[config.mk]
export PLATFORM = sky130hd
export DESIGN_NAME = fp_mul_result_stage
export DESIGN_NICKNAME = d
export VERILOG_FILES = /design/src/rtl/fp_mul_result_stage.sv
export SDC_FILE = /design/constraint.sdc
export NUM_CORES = 1
export LEC_CHECK = 0
export CORE_MARGIN = 5
export CORE_UTILIZATION = 48
export DETAILED_ROUTE_END_ITERATION = 10
export PLACE_DENSITY = 0.94
export SLEW_MARGIN = 40
export SYNTH_ARGS = -nofsm -noshare
export SYNTH_HDL_FRONTEND = slang
export SYNTH_SLANG_ARGS = --single-unit
export TNS_END_PERCENT = 20
[constraint.sdc]
create_clock -name clk -period 3.8 [get_ports clk]
set_input_delay 0.57 -clock clk [delete_from_list [all_inputs] [get_ports clk]]
set_output_delay 0.57 -clock clk [all_outputs]
set_load 0.005 [all_outputs]
[src/rtl/fp_mul_result_stage.sv]
// Two-stage result stage for an IEEE-754 single-precision Vedic multiplier.
// S1 classifies the operands and computes the exponent. S2 packs the result and raises its flags.
// Optional sticky flag accumulation is controlled by the macro FPMUL_STICKY_FLAGS_EN.
module fp_mul_result_stage (
    input  logic        clk,
    input  logic        rst_n,
    input  logic        in_valid,
    output logic        in_ready,
    input  logic [31:0] in_a,
    input  logic [31:0] in_b,
    input  logic [23:0] in_man,
    input  logic        in_carry,
    output logic        out_valid,
    input  logic        out_ready,
    output logic [31:0] out_result,
    output logic        out_overflow,
    output logic        out_underflow,
    output logic        out_exception,
    input  logic        flag_clr,
    output logic [2:0]  flag_sticky
);

    localparam int unsigned W  = 32;
    localparam int unsigned EW = 8;
    localparam int unsigned FW = 23;
    localparam int unsigned XW = 10;
    localparam int unsigned FLW = 3;

    localparam logic [EW-1:0]        EXP_ALL1 = 8'hFF;
    localparam logic [XW-1:0]        BIAS     = 10'd127;
    localparam logic signed [XW-1:0] EXP_OVF  = 10'sd255;
    localparam logic signed [XW-1:0] EXP_UNF  = 10'sd0;
    localparam logic [W-1:0]         QNAN     = 32'h7FC0_0000;

    typedef enum logic [1:0] {
        CLS_NORM = 2'd0,
        CLS_ZERO = 2'd1,
        CLS_INF  = 2'd2,
        CLS_NAN  = 2'd3
    } cls_e;

    // Handshake: each stage can accept when it is empty or when it is being drained.
    logic s1_valid;
    logic s2_valid;
    logic s1_adv_c;
    logic s2_adv_c;

    assign s2_adv_c  = !s2_valid || out_ready;
    assign s1_adv_c  = !s1_valid || s2_adv_c;
    assign in_ready  = s1_adv_c;
    assign out_valid = s2_valid;

    // Operand classification. A zero exponent means zero because denormals are flushed.
    logic [EW-1:0] a_exp_c;
    logic [EW-1:0] b_exp_c;
    logic          a_zero_c;
    logic          b_zero_c;
    logic          a_inf_c;
    logic          b_inf_c;
    logic          a_nan_c;
    logic          b_nan_c;

    assign a_exp_c  = in_a[30:23];
    assign b_exp_c  = in_b[30:23];
    assign a_zero_c = (a_exp_c == '0);
    assign b_zero_c = (b_exp_c == '0);
    assign a_inf_c  = (a_exp_c == EXP_ALL1) && (in_a[FW-1:0] == '0);
    assign b_inf_c  = (b_exp_c == EXP_ALL1) && (in_b[FW-1:0] == '0);
    assign a_nan_c  = (a_exp_c == EXP_ALL1) && (in_a[FW-1:0] != '0);
    assign b_nan_c  = (b_exp_c == EXP_ALL1) && (in_b[FW-1:0] != '0);

    cls_e                  s1_cls_c;
    logic signed [XW-1:0]  s1_exp_c;

    always_comb begin
        s1_cls_c = CLS_NORM;
        if (a_nan_c || b_nan_c || (a_inf_c && b_zero_c) || (b_inf_c && a_zero_c)) begin
            s1_cls_c = CLS_NAN;
        end else if (a_inf_c || b_inf_c) begin
            s1_cls_c = CLS_INF;
        end else if (a_zero_c || b_zero_c) begin
            s1_cls_c = CLS_ZERO;
        end
    end

    // Biased exponent sum. Ten bits hold the full range from -125 to 382 without wrapping.
    assign s1_exp_c = $signed(XW'(a_exp_c) + XW'(b_exp_c) + XW'(in_carry) - BIAS);

    // S1 register: class, sign, exponent and the fraction taken from the mantissa product.
    cls_e                 s1_cls;
    logic                 s1_sign;
    logic signed [XW-1:0] s1_exp;
    logic [FW-1:0]        s1_frac;

    always_ff @(posedge clk or negedge rst_n) begin
        if (!rst_n) begin
            s1_valid <= 1'b0;
            s1_cls   <= CLS_NORM;
            s1_sign  <= 1'b0;
            s1_exp   <= '0;
            s1_frac  <= '0;
        end else if (s1_adv_c) begin
            s1_valid <= in_valid;
            if (in_valid) begin
                s1_cls  <= s1_cls_c;
                s1_sign <= in_a[31] ^ in_b[31];
                s1_exp  <= s1_exp_c;
                s1_frac <= in_man[23:1];
            end
        end
    end

    // Pack the result. Because this is one priority chain, at most one flag is set.
    logic [W-1:0] pack_res_c;
    logic         pack_ovf_c;
    logic         pack_unf_c;
    logic         pack_exc_c;

    always_comb begin
        pack_res_c = '0;
        pack_ovf_c = 1'b0;
        pack_unf_c = 1'b0;
        pack_exc_c = 1'b0;
        case (s1_cls)
            CLS_NAN: begin
                pack_res_c = QNAN;
                pack_exc_c = 1'b1;
            end
            CLS_INF: begin
                pack_res_c = {s1_sign, EXP_ALL1, FW'(0)};
            end
            CLS_ZERO: begin
                pack_res_c = {s1_sign, (W-1)'(0)};
            end
            default: begin
                if (s1_exp >= EXP_OVF) begin
                    pack_res_c = {s1_sign, EXP_ALL1, FW'(0)};
                    pack_ovf_c = 1'b1;
                end else if (s1_exp <= EXP_UNF) begin
                    pack_res_c = {s1_sign, (W-1)'(0)};
                    pack_unf_c = 1'b1;
                end else begin
                    pack_res_c = {s1_sign, s1_exp[EW-1:0], s1_frac};
                end
            end
        endcase
    end

    // S2 register drives the outputs directly and holds them while out_ready is low.
    always_ff @(posedge clk or negedge rst_n) begin
        if (!rst_n) begin
            s2_valid      <= 1'b0;
            out_result    <= '0;
            out_overflow  <= 1'b0;
            out_underflow <= 1'b0;
            out_exception <= 1'b0;
        end else if (s2_adv_c) begin
            s2_valid <= s1_valid;
            if (s1_valid) begin
                out_result    <= pack_res_c;
                out_overflow  <= pack_ovf_c;
                out_underflow <= pack_unf_c;
                out_exception <= pack_exc_c;
            end
        end
    end

    logic unused_bits;
    assign unused_bits = in_man[0];

`ifdef FPMUL_STICKY_FLAGS_EN
    // On a clear, only the flags of a transfer in the same cycle are kept.
    logic           out_xfer_c;
    logic [FLW-1:0] xfer_flags_c;

    assign out_xfer_c   = s2_valid && out_ready;
    assign xfer_flags_c = {out_exception, out_underflow, out_overflow};

    always_ff @(posedge clk or negedge rst_n) begin
        if (!rst_n) begin
            flag_sticky <= '0;
        end else if (flag_clr) begin
            flag_sticky <= out_xfer_c ? xfer_flags_c : FLW'(0);
        end else if (out_xfer_c) begin
            flag_sticky <= flag_sticky | xfer_flags_c;
        end
    end
`else
    logic unused_clr;
    assign unused_clr  = flag_clr;
    assign flag_sticky = FLW'(0);
`endif

endmodule

==> results by group <==
Outcome
  – Status: complete, no violations

Detailed routing
  – DR WL met3: a little under 800 um
  – WL per Instance: around 17 um
  – Vias: a little over 3000
  – Max layer used: met4
  – Drt initial violations: between 100 and 150
  – DR WL met2: about 4.7 mm
  – First-pass DRT Iterations: 4
  – Total wire length: around 9.3 mm
  – Vias per Instance: between 5 and 6
  – Met1 wire length: about 3.7 mm
  – Number of nets with antenna violations after routing: 0
  – DRC errors left: 0

Final layout
  – Multi-input gate area: approximately 1600 um2
  – Layout area overhead: 43.7%
  – Layout Nets: between 500 and 600
  – Flip-flop and latch area: ~1800 um2
  – Core Util, Final: ~70%
  – Fillers: ~500
  – Diode count: 0
  – Share of cells above drive strength 1: a little over an eighth

CTS
  – Worst-path clk slew: about 0.09 ns
  – CTS Buf Count: 9
  – H-tree levels: 3
  – Max clock buf depth: 2
  – Clock latency on the worst-skew pair: between 0.3 and 0.4 ns
  – TritonCTS clock tree: yes
  – Setup Fix Bufs, Post-CTS: 0
  – Clock root buffer: clkbuf_8
  – Clock Sink Count: 73
  – CTS resizes: 0
  – Post-CTS Hold Buffers: 0

Worst setup path
  – CP required: 4.08 ns
  – Critical R2R Capture: s1_exp[0]
  – Startpoint class of the critical path: primary input
  – Crit path max fanout: 3
  – Crit end category: register
  – Critical R2R Launch: s1_valid
  – WP data arrival: roughly 3.2 ns
  – R2R cell count: 4
  – WS Path Type: primary input to register
  – Reg2Reg Setup Slack: 1.75 ns

Logic synthesis
  – Commonest cells in the netlist: 73 x dfrtp_1, 25 x nand2_1, 24 x mux2_2, 22 x a22o_1
  – Synth area leader: dfrtp_1
  – Synth unique cells: 50
  – EDFF count, synth: 0
  – Synth top area cells: dfrtp_1 51%, mux2_2 7.6%, ha_1 5.6%
  – Share of the synthesized area in the top cell type: between 50% and 60%
  – Post-Syn Area: 3560 um2
  – Top-count cell post-synth: dfrtp_1
  – Avg Synthesized Cell Area: around 11 um2
  – Ys flop type: dfrtp_1
  – Yosys reg bits: 73
  – Post-Syn Instances: 314
  – Syn. warnings: 0
  – Async set or reset register ratio after synthesis: 100%
  – Sequential area share after synthesis: 51.3%

Power and ir drop
  – Pleak: 2.17 nW
  – Max IR drop VDD: about 0.27 mV
  – Pwr Density: 466 nW/um2
  – Total power: 2.39 mW

STA
  – Worst slew margin: ~45%
  – Post-route clock period utilization: 77.3%
  – Fin. max-slew vios: 0
  – Setup-failing EPs final: 0
  – Final Skew: 0.0167 ns
  – RSZ-0062 raised after global routing: no
  – Final Worst Setup Slack: 0.862 ns
  – Fmax: 0.340 GHz
  – Worst Max-Slew Pin Slew: roughly 0.82 ns
  – Final min period: 2.94 ns
  – Final Hold Vio Count: 0
  – Setup TNS: 0 ns

Floorplan
  – Starting Density: between 40 and 50%
  – Core Area: 7250 um2
  – # rows: 31
  – I/O Pins: approximately 130
  – Die span in x: 96.1 um
  – DIE AREA: 9240 um2
  – Die extent in y: 96.1 um

GRT
  – Grt ovf: 0
  – Total track usage: 21.4%
  – First-pass GRT wire length: approximately 15 mm
  – Largest net degree at the start of global routing: 50
  – Antenna violations before repair: 0
  – Vias in the first global route: about 3300

Placed design
  – Hpwl dp: roughly 7.3 mm
  – IO Port Bufs: ~130
  – Setup WS pre-CTS: a little over 0.5 ns
  – GPL Wtd Cong: between 0.9 and 1

Run
  – Max-Cap Viols: 0

Hold path
  – Hold Crit Class: primary input to asynchronous set/reset pin
## through the flow
| stage | cell area (um2) | instances | hold WS, ns |
|---|---|---|---|
| floorplan | 3570 | 316 | 0.274 |
| global placement | 4900 | 530 | 0.464 |
| detailed placement | 4910 | 531 | 0.478 |
| CTS | 5120 | 547 | 0.232 |
| global route | 5120 | 547 | 0.259 |
| finish | 5120 | 547 | 0.227 |
## state kept, by name, summed over array words and instances, names as in the netlist, 2 cells and up
register	count
s1_frac	23
s1_cls	2
s1_exp	10
out_result	32
## how the worst max path moves through the flow
stage	start	endpoint	slack (ns)	depth (start not counted)
2_1_floorplan	in_a[23]	s1_exp[8]	1.39	11
3_3_place_gp	in_a[23]	s1_exp[8]	0.70	12
3_5_place_dp	in_a[23]	s1_exp[8]	0.50	12
4_1_cts	in_a[23]	s1_exp[8]	0.88	12
5_1_grt	in_a[23]	s1_exp[8]	0.68	12
6_report	in_a[23]	s1_exp[8]	0.86	12
## per-layer routing
layer	track usage (%)	vias to the layer above
met5	0	-
met4	6.99	0
met3	5.86	14
met2	38.1	143
met1	24.6	1477
li1	-	1429
## logic make-up (layout without fill, tap and decap cells)
logic type      after synthesis  in the layout  share of synthesized area, %
compound gates               81             81                          16.1
xor+xnor                      4              4                         0.984
fa+ha+maj                    17             17                          6.18
buf+inv                      28            160                          3.86
flops                        73             73                          51.3
mux                          24             24                          7.59
other cells                   1              3                         0.105
simple gates                 86             86                          13.9
## cell usage in the layout (no fill, tap or decap), types with 12 or more instances in the layout
master and n:
ha_1 16, clkdlybuf4s50_1 127, mux2_2 24, nor4_1 12, nand2_1 24, inv_1 12
o21ai_0 16, a22o_1 22, dfrtp_1 73, a21oi_1 14
## cell type report
class	count	share of cell area, %
flip-flops and latches	73	35.7
multi-input cells	215	31.4
repair buffers	132	25.6
clock buffers	9	2.42
well taps	99	2.42
clock inverters	7	1.64
inverters	12	0.880
## power breakdown
group          internal [mW]  total (mW)  switching, mW
registers              0.943        1.06          0.116
clock network          0.314       0.626          0.312
logic                  0.434       0.704          0.269
## worst max-delay path, stage by stage
cell             delay, ns
clkdlybuf4s50_1       0.53
inv_1                 0.06
ha_1                  0.29
inv_1                 0.06
ha_1                  0.18
inv_1                 0.06
fa_1                  0.39
nor2b_1               0.18
o31a_1                0.20
o211ai_1              0.13
a2111oi_0             0.39
nand3b_1              0.17
(Power assumes the default switching activity.)
